<file path="src/rtl/counter_sequencer_pkg.sv">
// Shared types and constants for the counter sequencer and its T-flip-flop bank.
package counter_sequencer_pkg;

  typedef enum logic [1:0] {
    IDLE = 2'd0,
    RUN  = 2'd1,
    HOLD = 2'd2
  } state_t;

  localparam logic UP      = 1'b1;
  localparam logic DOWN    = 1'b0;
  localparam logic ONESHOT = 1'b0;
  localparam logic CONT    = 1'b1;

endpackage

</file>
<file path="src/rtl/counter_sequencer_tff.sv">
// Bank of WIDTH synchronously clocked T flip-flops; each bit flips when its toggle input is high.
module tff_bank #(
  parameter int WIDTH = 4
) (
  input  logic             clk,
  input  logic             rst,
  input  logic [WIDTH-1:0] toggle,
  output logic [WIDTH-1:0] count
);

  always_ff @(posedge clk) begin
    if (rst) count <= '0;
    else     count <= count ^ toggle;
  end

endmodule

</file>
<file path="src/rtl/counter_sequencer.sv">
// Sequencer for a T-flip-flop counter: start/stop/hold control, direction, terminal value,
// one-shot or continuous mode, and the per-bit toggle enables that drive the bank.
module counter_sequencer
  import counter_sequencer_pkg::*;
#(
  parameter int WIDTH = 4
) (
  input  logic             clk,
  input  logic             rst,
  input  logic             start,
  input  logic             stop,
  input  logic             hold,
  input  logic             dir,
  input  logic             mode,
  input  logic [WIDTH-1:0] limit,
  output logic [WIDTH-1:0] count,
  output logic             busy,
  output logic             tc,
  output logic             done
);

  state_t             state;
  logic               dir_q;
  logic               mode_q;
  logic [WIDTH-1:0]   limit_q;
  logic [WIDTH-1:0]   toggle;
  logic [WIDTH-1:0]   up_t;
  logic [WIDTH-1:0]   dn_t;
  logic [WIDTH-1:0]   load_val;
  logic [WIDTH-1:0]   wrap_val;
  logic [WIDTH-1:0]   term_val;
  logic               at_term;
  logic               up_carry;
  logic               dn_borrow;

  assign load_val = (dir == UP)   ? '0 : limit;
  assign wrap_val = (dir_q == UP) ? '0 : limit_q;
  assign term_val = (dir_q == UP) ? limit_q : '0;
  assign at_term  = (count == term_val);
  assign tc       = (state != IDLE) && at_term;

  // Bit i toggles when all lower bits are ones (up) or all zeros (down).
  always_comb begin
    up_t      = '0;
    dn_t      = '0;
    up_carry  = 1'b1;
    dn_borrow = 1'b1;
    for (int unsigned i = 0; i < WIDTH; i++) begin
      up_t[i]   = up_carry;
      dn_t[i]   = dn_borrow;
      up_carry  = up_carry & count[i];
      dn_borrow = dn_borrow & ~count[i];
    end
  end

  always_comb begin
    toggle = '0;
    case (state)
      IDLE: if (start) toggle = count ^ load_val;
      RUN: begin
        if (!stop && !hold) begin
          if (at_term) begin
            if (mode_q == CONT) toggle = count ^ wrap_val;
          end else begin
            toggle = (dir_q == UP) ? up_t : dn_t;
          end
        end
      end
      default: toggle = '0;
    endcase
  end

  always_ff @(posedge clk) begin
    if (rst) begin
      state   <= IDLE;
      dir_q   <= 1'b0;
      mode_q  <= 1'b0;
      limit_q <= '0;
      busy    <= 1'b0;
      done    <= 1'b0;
    end else begin
      done <= 1'b0;
      case (state)
        IDLE: begin
          if (start) begin
            state   <= RUN;
            busy    <= 1'b1;
            dir_q   <= dir;
            mode_q  <= mode;
            limit_q <= limit;
          end
        end
        RUN: begin
          if (stop) begin
            state <= IDLE;
            busy  <= 1'b0;
          end else if (hold) begin
            state <= HOLD;
          end else if (at_term && mode_q == ONESHOT) begin
            state <= IDLE;
            busy  <= 1'b0;
            done  <= 1'b1;
          end
        end
        HOLD: begin
          if (stop) begin
            state <= IDLE;
            busy  <= 1'b0;
          end else if (!hold) begin
            state <= RUN;
          end
        end
        default: begin
          state <= IDLE;
          busy  <= 1'b0;
        end
      endcase
    end
  end

  tff_bank #(.WIDTH(WIDTH)) u_bank (
    .clk    (clk),
    .rst    (rst),
    .toggle (toggle),
    .count  (count)
  );

endmodule

</file>
<file path="config.mk">
export PLATFORM = sky130hd
export DESIGN_NAME = counter_sequencer
export DESIGN_NICKNAME = d
export VERILOG_FILES = /design/src/rtl/counter_sequencer_pkg.sv /design/src/rtl/counter_sequencer_tff.sv /design/src/rtl/counter_sequencer.sv
export SDC_FILE = /design/constraint.sdc
export NUM_CORES = 1
export LEC_CHECK = 0
export CORE_MARGIN = 4
export CORE_UTILIZATION = 46
export DETAILED_ROUTE_END_ITERATION = 10
export GPL_ROUTABILITY_DRIVEN = 0
export PLACE_DENSITY = 0.83
export SLEW_MARGIN = 0
export SYNTH_ARGS = -nofsm -noshare
export SYNTH_HDL_FRONTEND = slang
export SYNTH_SLANG_ARGS = --single-unit
</file>
<file path="constraint.sdc">
create_clock -name clk -period 1.4 [get_ports clk]
set_input_delay 0.14 -clock clk [delete_from_list [all_inputs] [get_ports clk]]
set_output_delay 0.14 -clock clk [all_outputs]
set_load 0.02 [all_outputs]
</file>
==> results by group <==
Run status
  – Status: finished with violations
  – Failing checks: negative setup slack

Setup path
  – CP startpoint kind: flip-flop
  – WS Path Type: reg -> out
  – Flop-to-flop setup slack: -0.26 ns
  – Crit path required time: 1.26 ns
  – Crit path capture type: primary output
  – Worst R2R End: u_bank.count[3]$_SDFF_PP0_
  – R2R Path Start: limit_q[0]$_SDFFE_PP0P_
  – Reg2Reg Depth: 6
  – WP data arrival: 1.53 ns
  – Critical path fanouts, max: 4

Pwr
  – Power Density: 739 nW/um^2
  – Worst VDD drop: 0.000538 V
  – Pleak: 0.000617 uW
  – Total Power: 1130 uW

Global routing
  – Global-route wire length before repair: 4710 um
  – GRT Util Overall: 0.225
  – Vias in the first global route: 1,052
  – GRT Residual Overflow: 0
  – Initial antenna violation count: 0
  – Largest net degree at the start of global routing: 13

Routing
  – DR DRC count: 0
  – Post-Route WL: 3050 um
  – ANT nets after route: 0
  – Vias per cell: 5.58
  – Starting DRT DRC Count: 26
  – Number of detailed-route iterations in the first pass: 4
  – DR vias: 1,076
  – WL/cell: 15.8 um

Synthesis
  – Cells after Synth: 121
  – Post-synth EDFFs: 0
  – Cell taking the most area after synthesis: dfxtp_1
  – Most common library cells after synthesis: nor2_1, dfxtp_1, nand2_1
  – Mux contribution to synthesized area: 0.0725
  – Syn nets: 132
  – Top cell type's share of synthesized area: 0.285
  – Mean Syn Cell Area: 8.13 sq um
  – Netlist cell types: 37
  – Most frequent cell after synthesis: nor2_1
  – Top post-synthesis cells by area: dfxtp_1, xnor2_1, a21oi_1
  – Sequential area share after synthesis: 0.285
  – Post-synth top flop: dfxtp_1
  – Post-synthesis compound-gate area fraction: 0.190
  – Synth Area in Adders: 0
  – Asr flop ratio synth: 0
  – Post-Synth Simple-Gate Area: 0.316
  – Largest family of logic cells by synthesized area: simple AND/OR/NAND/NOR gates
  – Synth warn: 0
  – Yosys reg bits: 14
  – Xor-xnor portion of the synthesized cell area: 0.0712
  – Post-synthesis cell area: 983 sq um

Cells and area
  – Ant. Diodes: 0
  – Area Growth Syn to Fin: 55.1%
  – Final Cell Area: 1530 sq um
  – Share of post-route cells with drive strength above 1: 0.392
  – Fillers: 140
  – Final Core Density: 0.762
  – Final net count: 178

Placed design
  – I/O Buffers: 17
  – Placed cell areas: 1370 sq um
  – Pre-CTS WS: -0.422 ns
  – HPWL Detailed: 2100 um

STA
  – RSZ-0062 raised after global routing: yes
  – Fmax: 598 MHz
  – Hold Vio Cnt, Final: 0
  – Final Max Tran Viols: 0
  – Clock Skew: 0.0122 ns
  – Post-route minimum period: 1.67 ns
  – Final setup fails: 8
  – Slew @ Worst Pin: 0.255 ns
  – Tcrit/Tclk final: 1.20
  – Final Worst Setup Slack: -0.274 ns
  – Relative slew slack: 0.827

Clocking
  – Max Root-Sink Buffers: 2
  – Total CTS buffers: 3
  – CTS tree: done
  – Worst-path clk slew: 0.10 ns
  – Sink Count: 14
  – Worst-skew pair later-pin latency: 0.28 ns
  – Clock root buffer: clkbuf_4
  – # hold bufs at CTS: 0
  – H-tree depth: 1

Min path
  – Worst Hold Depth: 3
  – Hold path endpoint: mode_q$_SDFFE_PP0P_
  – Hold_sp: mode
  – Worst min path class: in -> reg

Run
  – Max-cap violation count: 0

Die
  – Horiz. Die Dim: 54.2 um
  – Die ar.: 2940 sq um
  – Num rows: 16
  – Height of the die: 54.2 um
  – I/O Pins: 18
  – Initial Utilization: 0.491
  – Core area: 2000 sq um
## sequential cells by signal (all words and copies together) (netlist names)
register	count
limit_q	4
u_bank.count	4
state	2
busy	1
dir_q	1
done	1
mode_q	1
## logic make-up after synthesis
| kind of cell | Yosys count |
|---|---|
| flops | 14 |
| mux | 7 |
| compound gates | 27 |
| simple gates | 55 |
| buf+inv | 10 |
| xor+xnor | 8 |
## cell type report
| type | count | area [sq um] | share of cell area |
|---|---|---|---|
| clock buffers | 4 | 26.3 | 0.0172 |
| multi-input cells | 97 | 741 | 0.486 |
| well taps | 27 | 33.8 | 0.0221 |
| repair buffers | 51 | 429 | 0.281 |
| flip-flops and latches | 14 | 295 | 0.194 |
## critical path: stages (launching register included)
cell and delay [ns]:
dfxtp_2 0.35, xnor2_1 0.19, nand4_1 0.17, a22o_4 0.32
nor2_4 0.11, buf_6 0.12
## report_power, final
group	total [uW]	internal [uW]	switching, uW
logic	431	223	209
registers	446	421	24.5
clock network	249	110	139
## per-stage QoR
| step | setup TNS [ns] | hold slack (ns) | std cells |
|---|---|---|---|
| global placement | -2.36 | 0.488 | 186 |
| finish | -1.58 | 0.392 | 193 |
| detailed placement | -2.68 | 0.498 | 186 |
| floorplan | -1.23 | 0.197 | 121 |
| CTS | -1.25 | 0.396 | 192 |
| global route | -2.02 | 0.412 | 193 |
## placed cells by master, fill, tap and decap left out, drive strengths merged
master,count
o211a,1
nand4b,1
dfxtp,14
a2bb2oi,1
a22o,1
a221oi,2
nand2b,3
or3b,1
clkdlybuf4s50,12
nor4b,2
and4bb,1
o31ai,1
o21ai,4
mux2i,6
nor2,15
or2,1
a211oi,2
dlygate4sd2,4
mux2,1
buf,35
nor2b,3
xor2,1
nand4,2
xnor2,7
nand2,13
a31oi,1
a21oi,12
and2,5
nor4,2
nor3,1
nand3b,1
a21o,1
clkbuf,4
a22oi,1
nor3b,4
## how the worst max path moves through the flow
stage                                 endpoint                  startpoint  cells past startpoint  slack, ns
global placement    u_bank.count[2]$_SDFF_PP0_                       start                      6      -0.41
finish                                      tc     limit_q[0]$_SDFFE_PP0P_                      5      -0.27
detailed placement                          tc     limit_q[0]$_SDFFE_PP0P_                      5      -0.42
CTS                 u_bank.count[1]$_SDFF_PP0_  u_bank.count[2]$_SDFF_PP0_                      5      -0.24
floorplan           u_bank.count[1]$_SDFF_PP0_  u_bank.count[2]$_SDFF_PP0_                      6      -0.24
global route        u_bank.count[3]$_SDFF_PP0_  u_bank.count[0]$_SDFF_PP0_                      6      -0.32
## per-layer routing
metal | share of wire | global-route usage | vias up
met2 | 0.52 | 0.406 | 32
met5 | 0 | 0 | -
met3 | 0.038 | 0.0327 | 4
met4 | 0.0046 | 0.0871 | 0
li1 | - | - | 519
met1 | 0.43 | 0.263 | 521
## repair_timing
action	CTS	global route
resized for setup	21	16
buffers inserted	2	1
pin swaps	4	5
endpoints found under the setup margin	12	8
cloned	0	0
No activity file was read; power rests on OpenSTA's default activity.
